==> src/rtl/gpio_pad_pkg.sv <==
// Shared definitions for the GPIO pad controller: register addresses,
// per-bit reset values and the write-one-to-clear status update.
package gpio_pad_pkg;

  localparam logic [3:0] ADDR_DOUT    = 4'd0;
  localparam logic [3:0] ADDR_OE      = 4'd1;
  localparam logic [3:0] ADDR_OD      = 4'd2;
  localparam logic [3:0] ADDR_IE      = 4'd3;
  localparam logic [3:0] ADDR_PU      = 4'd4;
  localparam logic [3:0] ADDR_PD      = 4'd5;
  localparam logic [3:0] ADDR_DS0     = 4'd6;
  localparam logic [3:0] ADDR_DS1     = 4'd7;
  localparam logic [3:0] ADDR_CS      = 4'd8;
  localparam logic [3:0] ADDR_DIN     = 4'd9;
  localparam logic [3:0] ADDR_RISE_EN = 4'd10;
  localparam logic [3:0] ADDR_FALL_EN = 4'd11;
  localparam logic [3:0] ADDR_STAT    = 4'd12;

  // Reset value of a single bit; every register bit of a given register
  // resets to the same value, so the top replicates these NPIN times.
  localparam logic RST_DOUT    = 1'b0;
  localparam logic RST_OE      = 1'b0;
  localparam logic RST_OD      = 1'b0;
  localparam logic RST_IE      = 1'b1;
  localparam logic RST_PU      = 1'b0;
  localparam logic RST_PD      = 1'b0;
  localparam logic RST_DS0     = 1'b0;
  localparam logic RST_DS1     = 1'b0;
  localparam logic RST_CS      = 1'b0;
  localparam logic RST_RISE_EN = 1'b0;
  localparam logic RST_FALL_EN = 1'b0;
  localparam logic RST_STAT    = 1'b0;

  // Widest status register the helper supports; callers zero-extend into it.
  localparam int W1C_W = 32;

  // Clear the bits written as one, then OR in new events so a set that
  // lands in the same cycle as its clear is never lost.
  function automatic logic [W1C_W-1:0] w1c_update(
    input logic [W1C_W-1:0] cur,
    input logic [W1C_W-1:0] clr,
    input logic [W1C_W-1:0] set
  );
    return (cur & ~clr) | set;
  endfunction

endpackage

==> src/rtl/gpio_in_filter.sv <==
// Per-pin input conditioning: two-flop synchroniser, debounce filter that
// only accepts a new level after DEB_CYC consecutive samples, and raw
// rise/fall event detection on the debounced level.
module gpio_in_filter
  import gpio_pad_pkg::*;
#(
  parameter int DEB_CYC = 4
) (
  input  logic clk,
  input  logic rst,
  input  logic pad_c,
  output logic stable,
  output logic rise_evt,
  output logic fall_evt
);

  logic s1;
  logic s2;
  logic prev;

  // Bring the asynchronous pad level into the clock domain.
  always_ff @(posedge clk) begin
    if (rst) begin
      s1 <= 1'b0;
      s2 <= 1'b0;
    end else begin
      s1 <= pad_c;
      s2 <= s1;
    end
  end

  if (DEB_CYC == 0) begin : g_bypass
    // No debounce: the debounced level simply follows the synchroniser.
    always_ff @(posedge clk) begin
      if (rst) stable <= 1'b0;
      else     stable <= s2;
    end
  end else begin : g_deb
    localparam int              CW       = $clog2(DEB_CYC + 1);
    localparam logic [CW-1:0]   CNT_LAST = CW'(DEB_CYC - 1);

    logic [CW-1:0] cnt;

    // Count consecutive disagreeing samples; any agreeing sample restarts
    // the count, so glitches shorter than DEB_CYC cycles are discarded.
    always_ff @(posedge clk) begin
      if (rst) begin
        cnt    <= '0;
        stable <= 1'b0;
      end else if (s2 == stable) begin
        cnt <= '0;
      end else if (cnt == CNT_LAST) begin
        stable <= s2;
        cnt    <= '0;
      end else begin
        cnt <= cnt + CW'(1);
      end
    end
  end

  // Remember last cycle's debounced level for edge detection.
  always_ff @(posedge clk) begin
    if (rst) prev <= 1'b0;
    else     prev <= stable;
  end

  assign rise_evt = stable & ~prev;
  assign fall_evt = ~stable & prev;

endmodule

==> src/rtl/gpio_pad_ctrl.sv <==
// Register-mapped GPIO pad controller: drives the pad cell control pins
// from a small register file and turns debounced pad input edges into a
// sticky write-one-to-clear status with a level interrupt.
module gpio_pad_ctrl
  import gpio_pad_pkg::*;
#(
  parameter int NPIN    = 8,
  parameter int DEB_CYC = 4
) (
  input  logic            clk,
  input  logic            rst,
  input  logic            wr_en,
  input  logic            rd_en,
  input  logic [3:0]      addr,
  input  logic [NPIN-1:0] wdata,
  output logic [NPIN-1:0] rdata,
  output logic            irq,
  output logic [NPIN-1:0] pad_i,
  output logic [NPIN-1:0] pad_oe,
  output logic [NPIN-1:0] pad_od,
  output logic [NPIN-1:0] pad_ie,
  output logic [NPIN-1:0] pad_pu,
  output logic [NPIN-1:0] pad_pd,
  output logic [NPIN-1:0] pad_ds0,
  output logic [NPIN-1:0] pad_ds1,
  output logic [NPIN-1:0] pad_cs,
  input  logic [NPIN-1:0] pad_c
);

  logic [NPIN-1:0] dout_q, oe_q, od_q, ie_q, pu_q, pd_q, ds0_q, ds1_q, cs_q;
  logic [NPIN-1:0] rise_en_q, fall_en_q, stat_q;
  logic [NPIN-1:0] din, rise_raw, fall_raw, rise_evt, fall_evt;
  logic [NPIN-1:0] stat_clr, rd_mux;

  for (genvar g = 0; g < NPIN; g++) begin : g_pin
    gpio_in_filter #(.DEB_CYC(DEB_CYC)) u_filter (
      .clk      (clk),
      .rst      (rst),
      .pad_c    (pad_c[g]),
      .stable   (din[g]),
      .rise_evt (rise_raw[g]),
      .fall_evt (fall_raw[g])
    );
  end

  // Configuration registers; DIN is read-only and STAT is handled separately.
  always_ff @(posedge clk) begin
    if (rst) begin
      dout_q    <= {NPIN{RST_DOUT}};
      oe_q      <= {NPIN{RST_OE}};
      od_q      <= {NPIN{RST_OD}};
      ie_q      <= {NPIN{RST_IE}};
      pu_q      <= {NPIN{RST_PU}};
      pd_q      <= {NPIN{RST_PD}};
      ds0_q     <= {NPIN{RST_DS0}};
      ds1_q     <= {NPIN{RST_DS1}};
      cs_q      <= {NPIN{RST_CS}};
      rise_en_q <= {NPIN{RST_RISE_EN}};
      fall_en_q <= {NPIN{RST_FALL_EN}};
    end else if (wr_en) begin
      case (addr)
        ADDR_DOUT:    dout_q    <= wdata;
        ADDR_OE:      oe_q      <= wdata;
        ADDR_OD:      od_q      <= wdata;
        ADDR_IE:      ie_q      <= wdata;
        ADDR_PU:      pu_q      <= wdata;
        ADDR_PD:      pd_q      <= wdata;
        ADDR_DS0:     ds0_q     <= wdata;
        ADDR_DS1:     ds1_q     <= wdata;
        ADDR_CS:      cs_q      <= wdata;
        ADDR_RISE_EN: rise_en_q <= wdata;
        ADDR_FALL_EN: fall_en_q <= wdata;
        default:      ;
      endcase
    end
  end

  assign rise_evt = rise_raw & rise_en_q;
  assign fall_evt = fall_raw & fall_en_q;
  assign stat_clr = (wr_en && (addr == ADDR_STAT)) ? wdata : '0;

  // Sticky event status: write-one-to-clear, with new events winning.
  always_ff @(posedge clk) begin
    if (rst) stat_q <= {NPIN{RST_STAT}};
    else     stat_q <= NPIN'(w1c_update(W1C_W'(stat_q), W1C_W'(stat_clr),
                                        W1C_W'(rise_evt | fall_evt)));
  end

  assign irq = |stat_q;

  // Select the addressed register; unmapped addresses read as zero.
  always_comb begin
    rd_mux = '0;
    case (addr)
      ADDR_DOUT:    rd_mux = dout_q;
      ADDR_OE:      rd_mux = oe_q;
      ADDR_OD:      rd_mux = od_q;
      ADDR_IE:      rd_mux = ie_q;
      ADDR_PU:      rd_mux = pu_q;
      ADDR_PD:      rd_mux = pd_q;
      ADDR_DS0:     rd_mux = ds0_q;
      ADDR_DS1:     rd_mux = ds1_q;
      ADDR_CS:      rd_mux = cs_q;
      ADDR_DIN:     rd_mux = din;
      ADDR_RISE_EN: rd_mux = rise_en_q;
      ADDR_FALL_EN: rd_mux = fall_en_q;
      ADDR_STAT:    rd_mux = stat_q;
      default:      rd_mux = '0;
    endcase
  end

  // Registered read data, held between read strobes.
  always_ff @(posedge clk) begin
    if (rst)        rdata <= '0;
    else if (rd_en) rdata <= rd_mux;
  end

  // Pull-up and pull-down requested together cancel to no pull.
  assign pad_i   = dout_q;
  assign pad_oe  = oe_q;
  assign pad_od  = od_q;
  assign pad_ie  = ie_q;
  assign pad_pu  = pu_q & ~pd_q;
  assign pad_pd  = pd_q & ~pu_q;
  assign pad_ds0 = ds0_q;
  assign pad_ds1 = ds1_q;
  assign pad_cs  = cs_q;

endmodule

==> config.mk <==
export PLATFORM = sky130hd
export DESIGN_NAME = gpio_pad_ctrl
export DESIGN_NICKNAME = d
export VERILOG_FILES = /design/src/rtl/gpio_pad_pkg.sv /design/src/rtl/gpio_in_filter.sv /design/src/rtl/gpio_pad_ctrl.sv
export SDC_FILE = /design/constraint.sdc
export NUM_CORES = 1
export LEC_CHECK = 0
export CORE_MARGIN = 8
export CORE_UTILIZATION = 54
export CTS_CLUSTER_SIZE = 16
export DETAILED_ROUTE_END_ITERATION = 6
export PLACE_DENSITY = 0.86
export SLEW_MARGIN = 20
export SYNTH_ARGS = -nofsm -noshare
export SYNTH_HDL_FRONTEND = slang
export SYNTH_HIERARCHICAL = 1
export SYNTH_SLANG_ARGS = --single-unit
export TNS_END_PERCENT = 1
==> constraint.sdc <==
create_clock -name clk -period 2 [get_ports clk]
set_clock_uncertainty 0.15 [all_clocks]
set_input_delay 0.3 -clock clk [delete_from_list [all_inputs] [get_ports clk]]
set_output_delay 0.3 -clock clk [all_outputs]
set_load 0.01 [all_outputs]
Yosys cells after proc, flatten, opt, wreduce, memory -nomap -nowiden

Index checks and enable logic that the tools add are counted.

Add/sub/neg operators: 8
Equality and inequality tests: 28
Multiplexer cells: 2
Bitwise logic cells: 50
Reductions and logical operators: 30

Operators by type and width:

| operator                                       | count |
|---|---|
| case mux 8 bit (13 select lines)               | 1 |
| AND 8 bit                                      | 5 |
| AND reduction 2 bit                            | 19 |
| adder 3 x 1 -> 3 bit (second input constant)   | 8 |
| == test 3 x 2 -> 1 bit (second input constant) | 8 |
| inverter 1 bit                                 | 24 |
| inverter 8 bit                                 | 3 |
| OR reduction 3 bit                             | 8 |
| == test 4 bit (second input constant)          | 5 |
| AND 1 bit                                      | 16 |
| == test 4 x 3 -> 1 bit (second input constant) | 4 |
| bitwise OR 8 bit                               | 2 |
| == test 1 bit                                  | 8 |
| == test 4 x 2 -> 1 bit (second input constant) | 2 |
| 2-to-1 mux 8 bit                               | 1 |
| OR reduction 8 bit                             | 1 |
| == test 4 x 1 -> 1 bit (second input constant) | 1 |
| logical NOT 4 bit                              | 1 |
| logical AND 1 bit                              | 1 |

Register bits: 160
Input port bits: 24
Output and inout bits: 81
Word-level logic and storage cells: 171

Longest topological paths before layout

Word-level depth: 6
Gate-level depth with buffers: 7
Gate-level depth less buffers: 4

By module

The synthesis kept the hierarchy.

Modules (own cells, without submodules):

| module         | times used | cells an instance | area each (µm²) | sequential area each (µm²) |
|---|---|---|---|---|
| gpio_pad_ctrl  | 1          | 616               | 5,102.4         | 2,082.0 |
| gpio_in_filter | 8          | 21                | 251.5           | 140.1 |

Worst setup path after synthesis

Ideal clock, no wire load.

Path kind: input -> register
Start point: in addr[0]
End point: reg rdata[5]
Library setup time: 0.125 ns
Arrival time: 1.399 ns
Required time: 1.725 ns
Slack: 0.326 ns
Cell stages on the path: 6
Buffers on the path: 2
Cell sequence: buf_2 nor2b_1 buf_2 a22oi_1 o221ai_1 o41a_1

Longest elaborated chain between the ends: 2
Elaborated cells on any way between the ends: 14
Classes of those cells: 12 x eq/ne; 1 x mux; 1 x reduce/logical

RTL lines:

| what                                        | RTL line             | source |
|---|---|---|
| from (decl)                                 | gpio_pad_ctrl.sv:14  | `input logic [3:0] addr,` |
| == test 4 bit, or another cell as far along | gpio_pad_ctrl.sv:94  | `case (addr)` |
| case mux 8 bit (13 select lines) (*)        | gpio_pad_ctrl.sv:94  |  |
| to (signal assigned)                        | gpio_pad_ctrl.sv:115 | `else if (rd_en) rdata <= rd_mux;` |
| to (decl)                                   | gpio_pad_ctrl.sv:16  | `output logic [NPIN-1:0] rdata,` |

Every way passes the cells marked *; elsewhere a longest branch is shown, timed or not.
A chain may end at the register's enable or synchronous reset.

Worst setup path in the final report

Start point: reg pd_q[7]
End point: out pad_pd[7]

Longest elaborated chain between the ends: 1

RTL lines:

| what                   | RTL line             | source |
|---|---|---|
| from (decl)            | gpio_pad_ctrl.sv:30  | `logic [NPIN-1:0] dout_q, oe_q, od_q, ie_q, pu_q, pd_q, ds0_q, ds1_q, cs_q;` |
| from (signal assigned) | gpio_pad_ctrl.sv:54  | `pd_q <= {NPIN{RST_PD}};` |
| from (signal assigned) | gpio_pad_ctrl.sv:67  | `ADDR_PD: pd_q <= wdata;` |
| AND 8 bit              | gpio_pad_ctrl.sv:124 | `assign pad_pd = pd_q & ~pu_q;` |
| to (decl)              | gpio_pad_ctrl.sv:23  | `output logic [NPIN-1:0] pad_pd,` |

No other way between the ends.

==> impl_metrics.py <==
metrics = {
    "power_and_ir_drop": {
        "power_frac_seq_pct": 44.6,
        "clkPwrFrac_pct": 46.1,
        "max-vdd-ir-drop_v": 0.000658,
        "p_switching_w": 0.00169,
        "netSwitchingFraction_pct": 23.1,
        "p_leak_nw": 3.74,
        "combPwrFrac_pct": 9.3,
        "total_power_w": 0.00735,
        "p_per_area_nw_per_um2": 753,
        "p_int_w": 0.00565,
    },
    "floorplan": {
        "ios": 105,
        "die_h_um": 131,
        "dieWidth_um": 131,
        "die_area_um2": 17100,
        "core_um2": 13000,
        "rows": 42,
        "initial_core_util_pct": 54.6,
    },
    "logic_synthesis": {
        "synth.distinct_cells": 54,
        "ys.flop_type": "dfxtp_1",
        "synth.avg_cell_area_um2": 9.07,
        "syn_inst": 784,
        "yosys_warnings": 6,
        "synth_edf_count": 0,
        "synth-seq-area-share_pct": 45.0,
        "synth-seq-cells": 160,
        "synth_area_um2": 7110,
        "synth-async-reset-ratio_pct": 0,
        "mappedNetlistNets": 824,
    },
    "clock_network": {
        "clk_latency_ps": 430,
        "clk_path_buf_depth": 2,
        "clock_sinks": 160,
        "cts-root-buf": "clkbuf_16",
        "tritoncts": "built",
        "h-tree-depth": 4,
        "clkSlewWorstSetupHoldPaths_ps": 60,
        "hold_buffers": 0,
        "cts-buffers-inserted": 17,
    },
    "detailed_routing": {
        "drt-pass1-iter-count": 7,
        "dr_wl_met2_um": 11400,
        "vias_per_cell": 6.11,
        "via_count": 7027,
        "drt_iter0_markers": 965,
        "drc": 2,
        "dr.max_layer_used": "met4",
        "drt-total-wl_um": 24700,
        "wire_per_inst_um": 21.5,
        "wl_met3_um": 2720,
        "detail-route-antenna-nets": 0,
        "wl_met1_um": 9740,
    },
    "outcome": {
        "violations": "design-rule violations",
        "run_status": "complete, but fails checks",
    },
    "setup_path": {
        "r2r-end": "rdata[2]$_SDFFE_PP0P_",
        "worstPathCellList": "nor2b_1 > clkdlybuf4s50_1",
        "slowest_stage": "clkdlybuf4s50_1",
        "reg2reg_depth": 5,
        "slowest_delay_ps": 550,
        "r2r-start": "pad_ds0[2]$_SDFFE_PP0P_",
        "path_max_fanout": 4,
        "critical_path_class": "reg -> out",
        "cp.arrival_ps": 1530,
        "required_ps": 1550,
        "worst_setup_path_start_kind": "flip-flop",
        "reg2reg_setup_slack_ps": 330,
        "critPathCaptureType": "output pin",
    },
    "cells_and_area": {
        "synthToLayoutAreaGrowth_pct": 37.2,
        "nNetsFinal": 1005,
        "antenna_cells": 0,
        "drive_above_1_share_pct": 17.6,
        "final_common_cell": "dfxtp_1",
        "final_area_um2": 9760,
        "layout_common_cells": "150 x dfxtp_1, 98 x buf_4, 95 x clkdlybuf4s50_1",
    },
    "sta": {
        "maxSlewViolCount": 0,
        "final.setup.worst_slack_ps": 24.7,
        "max-slew-margin-rel_pct": 63.7,
        "hold_viol_final": 0,
        "tightest_slew_ps": 543,
        "setup_violations": 0,
        "tns_ps": 0,
        "finalCritPeriodShare_pct": 98.8,
        "period_needed_ps": 1980,
        "grt_setup_unrepaired": "true",
        "max_clock_freq_ghz": 0.506,
    },
    "place": {
        "placed_cell_area_um2": 9120,
        "portBuffers": 104,
        "finalWeightedCongestion": 0.970,
        "place_hpwl_um": 18000,
        "pre_cts_ws_ps": -344,
    },
    "global_route": {
        "first_global_vias": 6807,
        "grt_pass1_wl_um": 37500,
        "grt_util_all_layers_pct": 29.2,
        "grt_max_degree": 48,
        "overflow": 0,
        "antenna_found_initial": 0,
    },
    "worst_hold_path": {
        "hold_end": "g_pin[1].u_filter/stable$_SDFFE_PP0P_",
        "min_path_type": "in -> reg",
        "holdPathStages": 2,
        "min-delay-start": "rst",
    },
    "flow_run": {
        "max_cap_viol_count": 0,
    },
}
==> flip-flops by register name, indices dropped and copies added (netlist names) <==
| signal | count |
|---|---|
| pad_ie | 8 |
| fall_en_q | 8 |
| pad_oe | 8 |
| pad_ds1 | 8 |
| g_pin.u_filter/s2 | 8 |
| pu_q | 8 |
| g_pin.u_filter/stable | 8 |
| g_pin.u_filter/s1 | 8 |
| pad_cs | 8 |
| pad_i | 8 |
| g_pin.u_filter/g_deb.cnt | 24 |
| rdata | 8 |
| g_pin.u_filter/prev | 8 |
| rise_en_q | 8 |
| pad_od | 8 |
| stat_q | 8 |
| pd_q | 8 |
| pad_ds0 | 8 |
==> layer usage <==
metal	vias to the layer above	global-route usage, %
li1	3158	-
met1	3308	37.0
met2	472	46.0
met3	89	7.22
met4	0	13.7
met5	-	0
==> cells by family (layout without fill, tap and decap cells) <==
kind of cell | count (synthesis) | after routing | synth area share (%)
buf+inv | 68 | 259 | 4.54
compound gates | 173 | 173 | 15.8
xor+xnor | 8 | 8 | 0.985
simple gates | 309 | 309 | 23.7
fa+ha+maj | 16 | 16 | 2.81
flops | 160 | 160 | 45.0
mux | 50 | 50 | 7.12
==> synth_stat cells (14+ instances only) <==
cell type	n	share of area [%]
nand3b_1	14	1.5
mux2i_1	45	6.3
a21oi_1	64	4.5
ha_1	16	2.8
a22oi_1	16	1.7
o21ai_0	34	2.4
clkbuf_1	28	1.5
buf_2	18	1.3
nor2_1	52	2.7
nand2_1	87	4.6
inv_1	15	0.79
nor2b_1	60	5.3
dfxtp_1	160	45
nand3_1	37	2.6
nor4_1	19	1.7
==> power by group through the flow <==
stage	registers, W	logic (W)	clock network, W
global route	0.00328	0.000718	0.00353
CTS	0.00327	0.000666	0.00340
global placement	0.00334	0.000654	0
detailed placement	0.00334	0.000661	0
floorplan	0.00333	0.000287	0
finish	0.00327	0.000682	0.00339
==> critical path: cells and delay by family (launching register included) <==
kind                   cells  cell delay (ps)
DFF                        1              390
buffers and inverters      1              550
and+or+nand+nor            1              160
==> worst max path at each step <==
stage / start / endpoint / slack [ps] / depth (start not counted)
2_1_floorplan: addr[0] / rdata[5]$_SDFFE_PP0P_ / 330 / 6
3_3_place_gp: addr[0] / rdata[6]$_SDFFE_PP0P_ / -260 / 8
3_5_place_dp: addr[0] / pd_q[6]$_SDFFE_PP0P_ / -340 / 8
4_1_cts: pu_q[1]$_SDFFE_PP0P_ / pad_pu[1] / 0.6 / 2
5_1_grt: addr[2] / pd_q[6]$_SDFFE_PP0P_ / -30 / 9
6_report: pd_q[7]$_SDFFE_PP0P_ / pad_pd[7] / 20 / 2
==> area by class of cell <==
class	count	area, µm²
multi-input combinational	556	3610
inverter	15	56.3
clock inverter	9	158
fill	912	3270
timing repair buffer	215	2060
tap	176	220
clock buffer	20	447
sequential	160	3220
==> metrics by stage <==
stage               instances  util (%)  hold slack [ps]
floorplan                 784         -              222
global placement         1122      70.0              266
detailed placement       1122      70.0              273
CTS                      1151      74.7             84.5
global route             1151      74.9              101
finish                   1151      74.9             91.1
==> timing repair <==
item,in CTS,in global routing
endpoints found under the setup margin,9,17
pin swaps,0,1
resized for setup,10,12
buffers inserted,0,0
Power figures use the tool's default switching activity.
